$ cat config.mk
export PLATFORM = sky130hd
export DESIGN_NAME = pipe_reg_ifid_skid
export DESIGN_NICKNAME = d
export VERILOG_FILES = /design/src/rtl/cpu_pipe_pkg.sv /design/src/rtl/pipe_slot.sv /design/src/rtl/pipe_reg_ifid_skid.sv
export SDC_FILE = /design/constraint.sdc
export NUM_CORES = 1
export LEC_CHECK = 0
export ABC_AREA = 1
export BUFFER_PORTS_ARGS = -buffer_cell sky130_fd_sc_hd__buf_2
export CAP_MARGIN = 20
export CORE_UTILIZATION = 33
export CTS_CLUSTER_SIZE = 14
export DETAILED_ROUTE_END_ITERATION = 8
export SLEW_MARGIN = 25
export SYNTH_ARGS = -nofsm -noshare
export SYNTH_HDL_FRONTEND = slang
export SYNTH_SLANG_ARGS = --single-unit
$ cat constraint.sdc
create_clock -name CLK -period 2.55 [get_ports CLK]
set_clock_uncertainty 0.2 [all_clocks]
set_input_delay 0.3825 -clock CLK [delete_from_list [all_inputs] [get_ports CLK]]
set_output_delay 0.3825 -clock CLK [all_outputs]
set_load 0.02 [all_outputs]
$ cat src/rtl/cpu_pipe_pkg.sv
// Shared constants and state encoding for the in-order pipeline stage registers.
// Latency: n/a (declarations only).
// Backpressure: n/a; the stage registers that import this package handle it.
package cpu_pipe_pkg;

  localparam int PIPE_INSTR_W = 32;
  localparam int PIPE_ADDR_W  = 32;

  // Bubble word injected when a stage holds nothing (flush, drain, reset).
  localparam logic [PIPE_INSTR_W-1:0] PIPE_NOP_INSTR = 32'h0000_0000;

  // Occupancy of a two-entry (main + skid) stage register.
  typedef enum logic [1:0] {
    ST_EMPTY = 2'd0,
    ST_ONE   = 2'd1,
    ST_FULL  = 2'd2
  } pipe_state_e;

endpackage

$ cat src/rtl/pipe_slot.sv
// One {instr, pc} storage slot with load enable and a parameterised reset value.
// Latency: 1 cycle from ld_i to the outputs.
// Backpressure: none; the caller decides when to load.
module pipe_slot #(
  parameter int                 INSTR_W   = 32,
  parameter int                 ADDR_W    = 32,
  parameter logic [INSTR_W-1:0] RST_INSTR = '0,
  parameter logic [ADDR_W-1:0]  RST_PC    = '0
) (
  input  logic               clk_i,
  input  logic               rst_ni,
  input  logic               ld_i,
  input  logic [INSTR_W-1:0] instr_i,
  input  logic [ADDR_W-1:0]  pc_i,
  output logic [INSTR_W-1:0] instr_o,
  output logic [ADDR_W-1:0]  pc_o
);

  logic [INSTR_W-1:0] instr_q;
  logic [ADDR_W-1:0]  pc_q;

  // Capture the pair when loaded; reset discards any held content.
  always_ff @(posedge clk_i or negedge rst_ni) begin
    if (!rst_ni) begin
      instr_q <= RST_INSTR;
      pc_q    <= RST_PC;
    end else if (ld_i) begin
      instr_q <= instr_i;
      pc_q    <= pc_i;
    end
  end

  assign instr_o = instr_q;
  assign pc_o    = pc_q;

endmodule

$ cat src/rtl/pipe_reg_ifid_skid.sv
// IF->ID stage register with a one-entry skid buffer, flush-to-bubble and a stall counter.
// Latency: 1 cycle in_fire -> out_valid; full throughput while out_ready stays high.
// Backpressure: in_ready is registered (low only when both slots hold data), so no comb path from out_ready.
module pipe_reg_ifid_skid
  import cpu_pipe_pkg::*;
#(
  parameter int                 INSTR_W   = PIPE_INSTR_W,
  parameter int                 ADDR_W    = PIPE_ADDR_W,
  parameter logic [INSTR_W-1:0] NOP_INSTR = PIPE_NOP_INSTR,
  parameter logic [ADDR_W-1:0]  RESET_PC  = '0,
  parameter int                 CNT_W     = 16
) (
  input  logic               CLK,
  input  logic               RST_N,
  input  logic               flush,
  input  logic               in_valid,
  output logic               in_ready,
  input  logic [INSTR_W-1:0] in_instr,
  input  logic [ADDR_W-1:0]  in_pc,
  output logic               out_valid,
  input  logic               out_ready,
  output logic [INSTR_W-1:0] out_instr,
  output logic [ADDR_W-1:0]  out_pc,
  output logic [CNT_W-1:0]   stall_cnt
);

  pipe_state_e        state_q, state_d;
  logic               in_ready_q, in_ready_d;
  logic               out_valid_q, out_valid_d;
  logic [CNT_W-1:0]   stall_q;

  logic               main_ld, skid_ld;
  logic [INSTR_W-1:0] main_instr_d, skid_instr_d, main_instr, skid_instr;
  logic [ADDR_W-1:0]  main_pc_d, skid_pc_d, main_pc, skid_pc;

  logic in_fire, out_fire;
  assign in_fire  = in_valid && in_ready_q;
  assign out_fire = out_valid_q && out_ready;

  // Next occupancy and slot loads; flush overrides every other transition.
  always_comb begin
    state_d      = state_q;
    main_ld      = 1'b0;
    main_instr_d = in_instr;
    main_pc_d    = in_pc;
    skid_ld      = 1'b0;
    skid_instr_d = in_instr;
    skid_pc_d    = in_pc;
    if (flush) begin
      // Drop everything, including a same-cycle input; pc is kept for debug visibility.
      state_d      = ST_EMPTY;
      main_ld      = 1'b1;
      main_instr_d = NOP_INSTR;
      main_pc_d    = main_pc;
      skid_ld      = 1'b1;
      skid_instr_d = '0;
      skid_pc_d    = '0;
    end else begin
      case (state_q)
        ST_EMPTY: begin
          if (in_fire) begin
            state_d = ST_ONE;
            main_ld = 1'b1;
          end
        end
        ST_ONE: begin
          if (in_fire && out_fire) begin
            main_ld = 1'b1;
          end else if (in_fire) begin
            state_d = ST_FULL;
            skid_ld = 1'b1;
          end else if (out_fire) begin
            state_d      = ST_EMPTY;
            main_ld      = 1'b1;
            main_instr_d = NOP_INSTR;
            main_pc_d    = main_pc;
          end
        end
        ST_FULL: begin
          // Skid is older than anything fetch could present, so it moves up first.
          if (out_fire) begin
            state_d      = ST_ONE;
            main_ld      = 1'b1;
            main_instr_d = skid_instr;
            main_pc_d    = skid_pc;
          end
        end
        default: state_d = ST_EMPTY;
      endcase
    end
    in_ready_d  = (state_d != ST_FULL);
    out_valid_d = (state_d != ST_EMPTY);
  end

  // State and registered handshake outputs.
  always_ff @(posedge CLK or negedge RST_N) begin
    if (!RST_N) begin
      state_q     <= ST_EMPTY;
      in_ready_q  <= 1'b1;
      out_valid_q <= 1'b0;
    end else begin
      state_q     <= state_d;
      in_ready_q  <= in_ready_d;
      out_valid_q <= out_valid_d;
    end
  end

  // Saturating count of cycles where decode withholds ready from a valid entry.
  always_ff @(posedge CLK or negedge RST_N) begin
    if (!RST_N) begin
      stall_q <= '0;
    end else if (out_valid_q && !out_ready && (stall_q != '1)) begin
      stall_q <= stall_q + CNT_W'(1);
    end
  end

  pipe_slot #(
    .INSTR_W   (INSTR_W),
    .ADDR_W    (ADDR_W),
    .RST_INSTR (NOP_INSTR),
    .RST_PC    (RESET_PC)
  ) u_main (
    .clk_i   (CLK),
    .rst_ni  (RST_N),
    .ld_i    (main_ld),
    .instr_i (main_instr_d),
    .pc_i    (main_pc_d),
    .instr_o (main_instr),
    .pc_o    (main_pc)
  );

  pipe_slot #(
    .INSTR_W   (INSTR_W),
    .ADDR_W    (ADDR_W),
    .RST_INSTR ('0),
    .RST_PC    ('0)
  ) u_skid (
    .clk_i   (CLK),
    .rst_ni  (RST_N),
    .ld_i    (skid_ld),
    .instr_i (skid_instr_d),
    .pc_i    (skid_pc_d),
    .instr_o (skid_instr),
    .pc_o    (skid_pc)
  );

  assign in_ready  = in_ready_q;
  assign out_valid = out_valid_q;
  assign out_instr = main_instr;
  assign out_pc    = main_pc;
  assign stall_cnt = stall_q;

endmodule

* Yosys cells after proc, flatten, opt, wreduce, memory -nomap -nowiden
Index checks and enable logic that the tools add are counted.
** Storage, ports and cells
- Flip-flop bits (word level) :: 148
- Output and inout bits :: 82
- Input bits :: 69
** Operators by class
- Reductions and logical operators :: 9
- Add/subtract/negate cells :: 1
- Eq/ne operators :: 5
- Multiplexer cells :: 29
- Bitwise gates (word level) :: 1
** Operator list (count)
- $mux W32 :: 11
- $pmux W32 S2 :: 2
- $add A16 B1 Y16 const B :: 1
- $ne A16 B16 Y1 const B :: 1
- $mux W2 :: 6
- $mux W1 :: 8
- $pmux W2 S3 :: 1
- $logic_and A1 B1 Y1 :: 5
- $ne A4 B4 Y1 const B :: 1
- $pmux W1 S3 :: 1
- $reduce_and A3 Y1 :: 1
- $eq A2 B1 Y1 const B :: 1
- $eq A2 B2 Y1 const B :: 1
- $logic_not A2 Y1 :: 1
- $ne A2 B2 Y1 const B :: 1
- $reduce_bool A2 Y1 :: 1
- $logic_not A1 Y1 :: 1
- $not A1 Y1 :: 1

* Depth between registers and ports, before layout
- Depth in word-level cells :: 7
- Gate-level depth with buffers :: 10
- Mapped depth without buffers :: 9

* Cells and area by module
Synthesis repeated with hierarchy kept, for this count alone.
** Unflattened totals
- Cell total of the unflattened synthesis :: 1389
- Area, all modules :: 8874.8 µm²
** By module, submodules not included
- pipe_slot :: times used 2, area each 2446.1 µm², cells each 270, sequential area each 1601.5 µm²
- pipe_reg_ifid_skid :: times used 1, area each 3982.6 µm², cells each 849, sequential area each 501.7 µm²

* Worst setup path after synthesis
No wires, ideal clock.
- Path type :: reg-to-reg
- Start :: register state_q[0]
- End :: register u_main.instr_q[22] (netlist: u_main.instr_o[22])
- Clock period less this slack :: 1765 ps
- Required time :: 2285 ps
- Cell stages (with the launch flop) :: 10
- Arrival time :: 1500 ps
- Slack :: 785 ps
- Cell sequence :: dfrtp_1 > inv_1 > ha_1 > inv_2 > nor2_4 > nand2_1 > clkbuf_1 > o21ai_0 > nand3_1 > nand2_1
** Between the ends
- Word-level cells in the longest chain between the ends :: 3
- Elaborated cells on any way between the ends :: 7
- Classes of those cells :: eq/ne (2); mux (4); reduce/logical (1)
** Ends and longest elaborated chain
- start, declared :: line pipe_reg_ifid_skid.sv:27 : pipe_state_e state_q, state_d;
- start signal, assigned :: line pipe_reg_ifid_skid.sv:102 : state_q <= state_d;
- $eq A2 B2 Y1, or another cell as far along :: line pipe_reg_ifid_skid.sv:59 : case (state_q)
- $pmux W1 S3 / $pmux W32 S2 (equally long branches) :: line pipe_reg_ifid_skid.sv:59
- $mux W1 / $mux W32 (equally long branches) :: line pipe_reg_ifid_skid.sv:49 : if (flush) begin
- end signal, assigned :: line pipe_slot.sv:28 : instr_q <= instr_i;
- end, declared :: line pipe_slot.sv:19 : logic [INSTR_W-1:0] instr_q;
Parallel ways exist; a longest one is shown, timed or not.
A chain may end at the register's enable or synchronous reset.

* Worst setup path after layout
- Start :: register state_q[0]
- End :: register u_main.pc_q[29] (netlist: u_main.pc_o[29])
** Between the ends
- Word-level cells in the longest chain between the ends :: 4
- Elaborated cells on any way between the ends :: 8
- Classes of those cells :: eq/ne (3); mux (3); reduce/logical (2)
** Ends and longest elaborated chain
- $eq A2 B2 Y1, or another cell as far along :: line pipe_reg_ifid_skid.sv:59
- $pmux W1 S3 :: line pipe_reg_ifid_skid.sv:59
- $mux W1 :: line pipe_reg_ifid_skid.sv:49
- $reduce_and A3 Y1 (no source line)
- end signal, assigned :: line pipe_slot.sv:29 : pc_q <= pc_i;
- end, declared :: line pipe_slot.sv:20 : logic [ADDR_W-1:0] pc_q;
Parallel ways exist; a longest one is shown, timed or not.

==> impl_metrics.env <==
export IMPL_status="completed"
export IMPL_p_comb_share_pct=23.7
export IMPL_ys_seq_elements=148
export IMPL_fin_tns_setup_ps=0
export IMPL_power_internal_mw=4.610
export IMPL_htreeDepth=4
export IMPL_grt_pass1_vias=6080
export IMPL_hold_viol_final=0
export IMPL_ys_top_cells_by_area="dfrtp_1 (51%), nand2_1 (13%), o21ai_0 (7.4%)"
export IMPL_post_route_min_period_ps=2280
export IMPL_fmaxAchievable_ghz=0.4386
export IMPL_fin_crit_sh_pct=89.41
export IMPL_ant_nets=0
export IMPL_leakagePower_nw=4.542
export IMPL_design_core_area_um2=21150
export IMPL_hold_ws_ps=15.81
export IMPL_rsz0062_at_grt="false"
export IMPL_initial_core_util_pct=33.82
export IMPL_setup_viol=0
export IMPL_p_sw_share_pct=34.38
export IMPL_regArea_um2=3705
export IMPL_drtPass1Iterations=4
export IMPL_drc_errors=0
export IMPL_critPathKind="reg -> reg"
export IMPL_synth_cell_types=30
export IMPL_syn_area_um2=7154
export IMPL_n_antenna_cell=0
export IMPL_multi_input_area_um2=2741
export IMPL_areaGrowthSynthToFinish_pct=23.68
export IMPL_critPathCaptureType="register"
export IMPL_yosysMostFrequentCell="nand2_1"
export IMPL_clk_pin_slew_worst_paths_ps=80
export IMPL_totalWireLength_um=19250
export IMPL_grt_use_total_pct=18.25
export IMPL_placed_area_um2=8232
export IMPL_power_density_nw_per_um2=793.8
export IMPL_die_h_um=149.2
export IMPL_pwr_share_clk_pct=34.9
export IMPL_slew_limit_headroom_pct=46.96
export IMPL_seqPwrFrac_pct=41.4
export IMPL_nNetsFinal=1108
export IMPL_avgSynthCellArea_um2=8.048
export IMPL_hold_path_class="in -> reg"
export IMPL_arrival_ps=2430
export IMPL_crit_fanout=32
export IMPL_ir_drop_mv=0.3757
export IMPL_drt_wirelength_per_cell_um=14.56
export IMPL_yosys_area_top_type_share_pct=51.42
export IMPL_gp_congestion=0.8682
export IMPL_grt_first_pass_wirelength_um=31600
export IMPL_clk_insertion_delay_late_ps=430
export IMPL_grt_max_degree=69
export IMPL_yosysSeqAreaShare_pct=51.78
export IMPL_synth_edf_count=0
export IMPL_final_util_pct=41.83
export IMPL_cts_path_max_buffers=2
export IMPL_cp_data_required_time_ps=2700
export IMPL_dr_total_vias=6339
export IMPL_die_w_um=149.2
export IMPL_syn_nets=963
export IMPL_synthArstFlopShare_pct=100.0
export IMPL_drive_above_1_share_pct=21.20
export IMPL_dp_hpwl_um=12550
export IMPL_slew_viol_final=0
export IMPL_portBuffers=150
export IMPL_drtIter0Drc=325
export IMPL_cts_tree="yes"
export IMPL_stdcell_area_um2=8848
export IMPL_rows=53
export IMPL_overflow=0
export IMPL_viasPerCell=4.795
export IMPL_tightest_slew_ps=793.7
export IMPL_synth_main_ff_cell="dfrtp_1"
export IMPL_cts_sinks=148
export IMPL_fill_cells=2109
export IMPL_synth_common_cells="nand2_1 (241), dfrtp_1 (147), inv_1 (122), o21ai_0 (106), nand3_1 (69)"
export IMPL_p_switching_mw=2.415
export IMPL_synthCells=889
export IMPL_die_area_um2=22270
export IMPL_antenna_found_initial=0
export IMPL_maxCapViolCount=0
export IMPL_io_pins=151
export IMPL_yosys_area_top_type="dfrtp_1"
export IMPL_startpoint_type="register"
export IMPL_cts_buffers=17
export IMPL_root_buffer="clkbuf_16"
export IMPL_synth_warnings=0
state kept, by name (all words and copies together) (netlist names):
signal,cells
stall_cnt,16
u_main.pc_o,32
u_skid.pc_o,32
out_valid,1
in_ready,1
u_skid.instr_o,32
u_main.instr_o,32
state_q,2
what timing repair did:
item,CTS,global route
resized for setup,0,2
endpoints found under the setup margin,0,6
endpoints found under the hold margin,37,0
hold buffers,4,0
setup buffers,0,0
power by group through the flow:
stage / Combinational [mW] / Sequential, mW / Clock [mW]
floorplan: 0.726 / 3.24 / 0
global placement: 1.66 / 2.95 / 0
detailed placement: 1.68 / 2.95 / 0
CTS: 1.69 / 2.91 / 2.53
global route: 1.86 / 2.95 / 2.64
finish: 1.66 / 2.91 / 2.45
worst max-delay path, stage by stage (launching register included):
cell and delay (ps):
dfrtp_1 430, inv_1 120, ha_1 270, o21ai_2 100, nand2_2 100, nand2_2 110, nor2_4 630, nand2_1 120
nand2_1 120
stage by stage:
step / std cells / total power, mW / setup slack [ps]
after global placement: 1286 / 4.604 / 314.0
after CTS: 1322 / 7.126 / 218.3
final: 1322 / 7.024 / 270.1
after global routing: 1322 / 7.451 / 41.71
after floorplan: 889 / 3.962 / 784.9
after detailed placement: 1286 / 4.626 / 251.5
per-layer routing:
| layer | share of wire [%] | up-vias | wire length, um | track usage (%) |
|---|---|---|---|---|
| met5 | 0 | - | 0 | 0 |
| met3 | 4.3 | 14 | 821 | 3.823 |
| li1 | - | 3166 | - | - |
| met2 | 47 | 156 | 9039 | 29.07 |
| met4 | 0.88 | 0 | 170 | 4.847 |
| met1 | 48 | 3003 | 9217 | 25.07 |
layout by cell type (no fill, tap or decap), types with 5 or more instances in the layout:
cell	n
buf_2	149
nor2_1	21
ha_1	5
nand2_1	241
buf_4	19
inv_1	122
o211ai_1	31
o21ai_1	30
nand3_1	69
xor2_1	7
o22ai_1	37
clkinv_4	6
o21ai_0	106
clkbuf_16	17
dfrtp_1	147
path summary, 6_finish.rpt:
| kind | slack (ps) | start | to | cells past startpoint |
|---|---|---|---|---|
| worst max-delay path | 270 | state_q[0] | u_main.pc_o[29] | 8 |
| worst min-delay path | 20 | in_pc[18] | u_skid.pc_o[18] | 3 |
| worst max register to register | 270 | state_q[0] | u_main.pc_o[29] | 8 |
| worst min register to register | 270 | u_main.instr_o[9] | u_main.instr_o[9] | 2 |
| max in group asynchronous | 1260 | RST_N | u_skid.pc_o[8] | 3 |
| min in group asynchronous | 210 | RST_N | u_skid.pc_o[18] | 2 |
kinds of logic (layout without fill, tap and decap cells):
family / count (synthesis) / after routing / synth area share [%]
simple gates: 341 / 341 / 19.66
compound gates: 209 / 209 / 16.65
flops: 148 / 148 / 51.78
fa+ha+maj: 5 / 5 / 0.8744
xor+xnor: 8 / 8 / 0.9794
buf+inv: 178 / 336 / 10.06
area by class of cell:
type                    instances  area share, %
multi-input cells             563          30.98
inverters                     128          5.472
clock buffers                  17          4.808
repair buffers                176          11.30
clock inverters                15          1.683
flip-flops and latches        148          41.87
well taps                     275          3.889
Power figures use the tool's default switching activity.
